==> src/rtl/input_conditioner_pkg.sv <==
// Shared defaults and helpers for the multi-channel input conditioner.
package input_conditioner_pkg;

  localparam int DEF_CHANNELS   = 4;
  localparam int DEF_SYNCSTAGES = 2;
  localparam int DEF_WAITTIME   = 3;

  // Width needed to count from 0 up to and including wait_time.
  function automatic int cnt_width(input int wait_time);
    return (wait_time < 1) ? 1 : $clog2(wait_time + 1);
  endfunction

endpackage

==> src/rtl/input_conditioner_if.sv <==
// Bundles the raw inputs, controls and conditioned outputs of the conditioner array.
interface input_conditioner_if
  import input_conditioner_pkg::*;
#(
  parameter int CHANNELS = DEF_CHANNELS
) ();

  logic [CHANNELS-1:0] noisysignal;
  logic [CHANNELS-1:0] fault;
  logic [CHANNELS-1:0] clearevents;
  logic [CHANNELS-1:0] conditioned;
  logic [CHANNELS-1:0] positiveedge;
  logic [CHANNELS-1:0] negativeedge;
  logic [CHANNELS-1:0] posevent;
  logic [CHANNELS-1:0] negevent;
  logic                anyevent;

  modport master (
    output noisysignal, fault, clearevents,
    input  conditioned, positiveedge, negativeedge, posevent, negevent, anyevent
  );

  modport slave (
    input  noisysignal, fault, clearevents,
    output conditioned, positiveedge, negativeedge, posevent, negevent, anyevent
  );

endinterface

==> src/rtl/input_conditioner_channel.sv <==
// One channel: synchroniser chain, debounce counter, conditioned level,
// edge pulses, fault forcing and sticky edge flags.
module input_conditioner_channel
  import input_conditioner_pkg::*;
#(
  parameter int SYNCSTAGES = DEF_SYNCSTAGES,
  parameter int WAITTIME   = DEF_WAITTIME
) (
  input  logic clk,
  input  logic reset,
  input  logic noisy_in,
  input  logic fault_in,
  input  logic clear_in,
  output logic conditioned,
  output logic positive_edge,
  output logic negative_edge,
  output logic pos_event,
  output logic neg_event
);

  localparam int CNTW = cnt_width(WAITTIME);
  localparam logic [CNTW-1:0] WAIT_LIMIT = CNTW'(WAITTIME);

  logic [SYNCSTAGES-1:0] sync_q, sync_d;
  logic [CNTW-1:0]       cnt_q, cnt_d;
  logic                  cond_q, cond_d;
  logic                  pos_q, pos_d;
  logic                  neg_q, neg_d;
  logic                  posev_q, posev_d;
  logic                  negev_q, negev_d;
  logic                  sync_s;

  assign sync_s = sync_q[SYNCSTAGES-1];

  always_comb begin
    sync_d = {sync_q[SYNCSTAGES-2:0], noisy_in};
    cnt_d  = cnt_q;
    cond_d = cond_q;
    pos_d  = 1'b0;
    neg_d  = 1'b0;
    // Forcing low never produces a falling pulse; the level just drops.
    if (fault_in) begin
      cond_d = 1'b0;
      cnt_d  = '0;
    end else if (sync_s == cond_q) begin
      cnt_d = '0;
    end else if (cnt_q == WAIT_LIMIT) begin
      cond_d = sync_s;
      pos_d  = sync_s;
      neg_d  = ~sync_s;
      cnt_d  = '0;
    end else begin
      cnt_d = cnt_q + 1'b1;
    end
    // A new edge outranks a simultaneous software clear.
    posev_d = pos_q | (posev_q & ~clear_in);
    negev_d = neg_q | (negev_q & ~clear_in);
  end

  always_ff @(posedge clk or posedge reset) begin
    if (reset) begin
      sync_q  <= '0;
      cnt_q   <= '0;
      cond_q  <= 1'b0;
      pos_q   <= 1'b0;
      neg_q   <= 1'b0;
      posev_q <= 1'b0;
      negev_q <= 1'b0;
    end else begin
      sync_q  <= sync_d;
      cnt_q   <= cnt_d;
      cond_q  <= cond_d;
      pos_q   <= pos_d;
      neg_q   <= neg_d;
      posev_q <= posev_d;
      negev_q <= negev_d;
    end
  end

  assign conditioned   = cond_q;
  assign positive_edge = pos_q;
  assign negative_edge = neg_q;
  assign pos_event     = posev_q;
  assign neg_event     = negev_q;

endmodule

==> src/rtl/input_conditioner_array.sv <==
// Array of independent input conditioners plus a registered aggregate event flag.
module input_conditioner_array
  import input_conditioner_pkg::*;
#(
  parameter int CHANNELS   = DEF_CHANNELS,
  parameter int SYNCSTAGES = DEF_SYNCSTAGES,
  parameter int WAITTIME   = DEF_WAITTIME
) (
  input logic                 clk,
  input logic                 reset,
  input_conditioner_if.slave  bus
);

  logic [CHANNELS-1:0] cond_w;
  logic [CHANNELS-1:0] pos_w;
  logic [CHANNELS-1:0] neg_w;
  logic [CHANNELS-1:0] posev_w;
  logic [CHANNELS-1:0] negev_w;
  logic                anyevent_q, anyevent_d;

  for (genvar i = 0; i < CHANNELS; i++) begin : g_chan
    input_conditioner_channel #(
      .SYNCSTAGES (SYNCSTAGES),
      .WAITTIME   (WAITTIME)
    ) u_chan (
      .clk           (clk),
      .reset         (reset),
      .noisy_in      (bus.noisysignal[i]),
      .fault_in      (bus.fault[i]),
      .clear_in      (bus.clearevents[i]),
      .conditioned   (cond_w[i]),
      .positive_edge (pos_w[i]),
      .negative_edge (neg_w[i]),
      .pos_event     (posev_w[i]),
      .neg_event     (negev_w[i])
    );
  end

  // Registered so the aggregate lags the sticky flags by exactly one cycle.
  always_comb begin
    anyevent_d = |(posev_w | negev_w);
  end

  always_ff @(posedge clk or posedge reset) begin
    if (reset) begin
      anyevent_q <= 1'b0;
    end else begin
      anyevent_q <= anyevent_d;
    end
  end

  assign bus.conditioned  = cond_w;
  assign bus.positiveedge = pos_w;
  assign bus.negativeedge = neg_w;
  assign bus.posevent     = posev_w;
  assign bus.negevent     = negev_w;
  assign bus.anyevent     = anyevent_q;

endmodule

==> src/flat_wrapper.sv <==
// flat-port wrapper written by rule: the top's interface ports become plain ports
module input_conditioner_array_flat import input_conditioner_pkg::*;
#(
  parameter int CHANNELS   = DEF_CHANNELS,
  parameter int SYNCSTAGES = DEF_SYNCSTAGES,
  parameter int WAITTIME   = DEF_WAITTIME
)
  (clk, reset, bus_noisysignal, bus_fault, bus_clearevents, bus_conditioned, bus_positiveedge, bus_negativeedge, bus_posevent, bus_negevent, bus_anyevent);
  input_conditioner_if #(.CHANNELS(CHANNELS)) bus_i ();
  input logic clk;
  input logic reset;
  input wire logic [$bits(bus_i.noisysignal)-1:0] bus_noisysignal;
  input wire logic [$bits(bus_i.fault)-1:0] bus_fault;
  input wire logic [$bits(bus_i.clearevents)-1:0] bus_clearevents;
  output wire logic [$bits(bus_i.conditioned)-1:0] bus_conditioned;
  output wire logic [$bits(bus_i.positiveedge)-1:0] bus_positiveedge;
  output wire logic [$bits(bus_i.negativeedge)-1:0] bus_negativeedge;
  output wire logic [$bits(bus_i.posevent)-1:0] bus_posevent;
  output wire logic [$bits(bus_i.negevent)-1:0] bus_negevent;
  output wire logic [$bits(bus_i.anyevent)-1:0] bus_anyevent;
  assign bus_i.noisysignal = bus_noisysignal;
  assign bus_i.fault = bus_fault;
  assign bus_i.clearevents = bus_clearevents;
  assign bus_conditioned = bus_i.conditioned;
  assign bus_positiveedge = bus_i.positiveedge;
  assign bus_negativeedge = bus_i.negativeedge;
  assign bus_posevent = bus_i.posevent;
  assign bus_negevent = bus_i.negevent;
  assign bus_anyevent = bus_i.anyevent;
  input_conditioner_array #(.CHANNELS(CHANNELS), .SYNCSTAGES(SYNCSTAGES), .WAITTIME(WAITTIME)) u_core (.clk(clk), .reset(reset), .bus(bus_i));
endmodule
==> config.mk <==
export PLATFORM = sky130hd
export DESIGN_NAME = input_conditioner_array_flat
export DESIGN_NICKNAME = d
export VERILOG_FILES = /design/src/rtl/input_conditioner_pkg.sv /design/src/rtl/input_conditioner_if.sv /design/src/rtl/input_conditioner_channel.sv /design/src/rtl/input_conditioner_array.sv /design/src/flat_wrapper.sv
export SDC_FILE = /design/constraint.sdc
export NUM_CORES = 1
export LEC_CHECK = 0
export CAP_MARGIN = 20
export CORE_UTILIZATION = 48
export CTS_CLUSTER_DIAMETER = 50
export DETAILED_ROUTE_END_ITERATION = 6
export GPL_TIMING_DRIVEN = 0
export PLACE_DENSITY = 0.77
export SYNTH_ARGS = -nofsm -noshare
export SYNTH_HDL_FRONTEND = slang
export SYNTH_SLANG_ARGS = --single-unit
export TNS_END_PERCENT = 50
==> constraint.sdc <==
create_clock -name clk -period 1.35 [get_ports clk]
set_input_delay 0.135 -clock clk [delete_from_list [all_inputs] [get_ports clk]]
set_output_delay 0.135 -clock clk [all_outputs]
set_load 0.1 [all_outputs]
==> results by group <==
Outcome
  – Status: finished with violations
  – Failing checks: design-rule violations

Power and ir drop
  – Sw Pwr: 0.431 mW
  – Total chip power: 1.85 mW
  – Int Pwr: 1.42 mW
  – Power share of the combinational group: 8.1%
  – Pwr dens: 953 nW/µm²
  – Worst VDD drop: 0.000721 V
  – Clock share of power: 29.5%
  – Switching Share: 23.3%
  – Leak pwr: 1.05 nW
  – Sequential power share: 62.4%

GRT
  – Total gr overflow: 0
  – Gr usage total: 15.6%
  – Pin count of the biggest net entering global routing: 25
  – First-pass GRT wire length: 3.76 mm
  – Initial antenna violation count: 0
  – Vias in the first global route: 891

Drt
  – DRC Markers: 2
  – Final ANT Viol Nets: 0
  – WL/cell: 12.2 µm
  – Via density: 4.69
  – DR iter-0 viols: 23
  – DRT Wirelength: 2.31 mm
  – DR pass1 iterations: 6
  – Via count: 892

Clock network
  – CTS tree: done
  – CTS clk-pin slew, worst paths: 0.10 ns
  – CTS Buf Count: 5
  – Clk_lat worst skew: 0.34 ns
  – Root buffer cell: clkbuf_4
  – # clock sinks: 37
  – # hold bufs at CTS: 0
  – Htree depth: 2
  – Clock buffer depth: 2

Synth
  – Synth Area per Inst: 14.4 µm²
  – Synthesized area: 1510 µm²
  – #FFs+latches synth: 37
  – Netlist cell types: 15
  – Yosys warning count: 0
  – Mapped Cells: 105
  – Sequential cell area fraction in the yosys report: 61.4%
  – Syn Nets: 123

Place
  – Number of I/O port buffers: 34
  – Dpl cells: 182
  – Detailed placer's ending HPWL: 1.70 mm
  – GPL Wtd Cong: 0.678

Job
  – Max-cap viol count: 0

Timing
  – Clock Skews: 0.00418 ns
  – Final hold slack: 0.155 ns
  – Hold violation count in the final report: 0
  – RSZ-0062 raised after global routing: no
  – Final min period: 1.26 ns
  – Fmax: 793 MHz
  – Slew Viols, Final: 0
  – Tcrit/Tclk final: 93.4%
  – Slew @ Worst Pin: 0.594 ns
  – Headroom to the max-slew limit: 60.4%
  – Setup Viol. Count Final: 0

Floorplanning
  – Num ports: 35
  – Core Footprint: 2880 µm²
  – Starting Density: 52.5%
  – Die Span Y: 58.1 µm
  – Full die area: 3370 µm²
  – Die X: 58.1 µm
  – Row Count: 19

Layout
  – # diodes: 0
  – Fin cells: 190
  – Synthesis-to-finish area growth: 28.4%
  – Commonest non-fill, non-tap cells in the layout: dfrtp_1 (37), buf_4 (36), clkdlybuf4s50_1 (13), a21o_1 (8), and4bb_2 (6)
  – Net count reported at finish: 165
  – Most common cell after layout, fill and taps aside: dfrtp_1
  – Share of cells above drive strength 1: 41.2%

Worst setup path
  – Req. time, crit path: 1.22 ns
  – WS Path Type: flip-flop to primary output
  – CP arrival: 1.13 ns
  – CP Launch Type: flip-flop
  – Critical-path maximum fanout: 5
  – Crit. End Element: primary output

Min path
  – Class of the worst hold path: input pin to asynchronous set/reset pin
[timing repair]
item | CTS | global route
buffers inserted | 0 | 0
endpoints found under the setup margin | 21 | 4
gates resized for setup | 125 | 4
[final timing paths]
kind                                                    endpoint  slack, ns  cells past startpoint                           startpoint
max                                           bus_conditioned[1]       0.09                      2  u_core.g_chan[1].u_chan.conditioned
min                        u_core.g_chan[0].u_chan.positive_edge       0.16                      2                                reset
max reg2reg                     u_core.g_chan[2].u_chan.cnt_q[0]       0.29                      2     u_core.g_chan[2].u_chan.cnt_q[0]
min reg2reg                    u_core.g_chan[2].u_chan.sync_q[1]       0.36                      0    u_core.g_chan[2].u_chan.sync_q[0]
max in group asynchronous      u_core.g_chan[1].u_chan.sync_q[1]       0.68                      3                                reset
min in group clk               u_core.g_chan[1].u_chan.sync_q[0]       0.22                      1                   bus_noisysignal[1]
[power groups by stage]
stage               Clock, mW  Combinational, mW  Sequential, mW
finish                  0.544              0.150            1.15
global route            0.616              0.165            1.16
CTS                     0.564              0.153            1.15
detailed placement          0              0.155            1.17
global placement            0              0.139            1.17
floorplan                   0             0.0759            1.18
[per-stage QoR]
step | TNS [ns] | area [µm²] | setup WS, ns | utilization (%)
final | 0 | 1940 | 0.0895 | 67.4
after global routing | 0 | 1940 | 0.0269 | 67.4
after CTS | 0 | 1920 | 0.0230 | 66.9
after detailed placement | -7.59 | 1930 | -0.439 | 67.1
after global placement | -20.20 | 1900 | -0.413 | 66.1
after floorplan | 0 | 1510 | 0.332 | -
[cells by family after synthesis]
| kind of cell | share of synthesized area, % |
|---|---|
| flops | 61.4 |
| buf+inv | 11.2 |
| simple gates | 15.2 |
| compound gates | 3.98 |
| xor+xnor | 2.32 |
| mux | 2.65 |
| fa+ha+maj | 3.32 |
[critical path: stages (launching register included)]
cell and delay [ns]:
dfrtp_1 0.44, buf_4 0.14, buf_6 0.21
[cell usage after synthesis (all sizes together)]
cell type / count / area share, %
dfrtp: 37 / 61
buf: 20 / 9.9
a21o: 8 / 4.0
and4bb: 7 / 5.8
nor4: 6 / 4.1
inv: 5 / 1.2
ha: 4 / 3.3
mux2i: 4 / 2.7
nor2: 4 / 0.99
nor3b: 4 / 3.3
xnor2: 4 / 2.3
nand2: 1 / 0.25
nor4bb: 1 / 0.66
[layout make-up]
cell class | instances | area, µm²
fill | 221 | 938
sequential | 37 | 926
multi-input combinational | 43 | 414
timing repair buffer | 35 | 328
buffer | 20 | 150
tap | 42 | 52.6
clock buffer | 8 | 48.8
inverter | 5 | 18.8
[per-layer routing]
metal,part of all wire [%],routed length [µm],vias up,global-route usage [%]
met5,0,0,-,0
met4,1.0,24,0,7.14
met3,6.8,158,5,6.70
met2,52,1190,25,27.3
met1,40,937,436,16.1
li1,-,-,426,-
[flip-flops by register name, summed over array words and instances, names as in the netlist]
name	count
u_core.bus.anyevent	1
u_core.g_chan.u_chan.positive_edge	4
u_core.g_chan.u_chan.negative_edge	4
u_core.g_chan.u_chan.neg_event	4
u_core.g_chan.u_chan.sync_q	8
u_core.g_chan.u_chan.pos_event	4
u_core.g_chan.u_chan.cnt_q	8
u_core.g_chan.u_chan.conditioned	4
(Power assumes the default switching activity.)
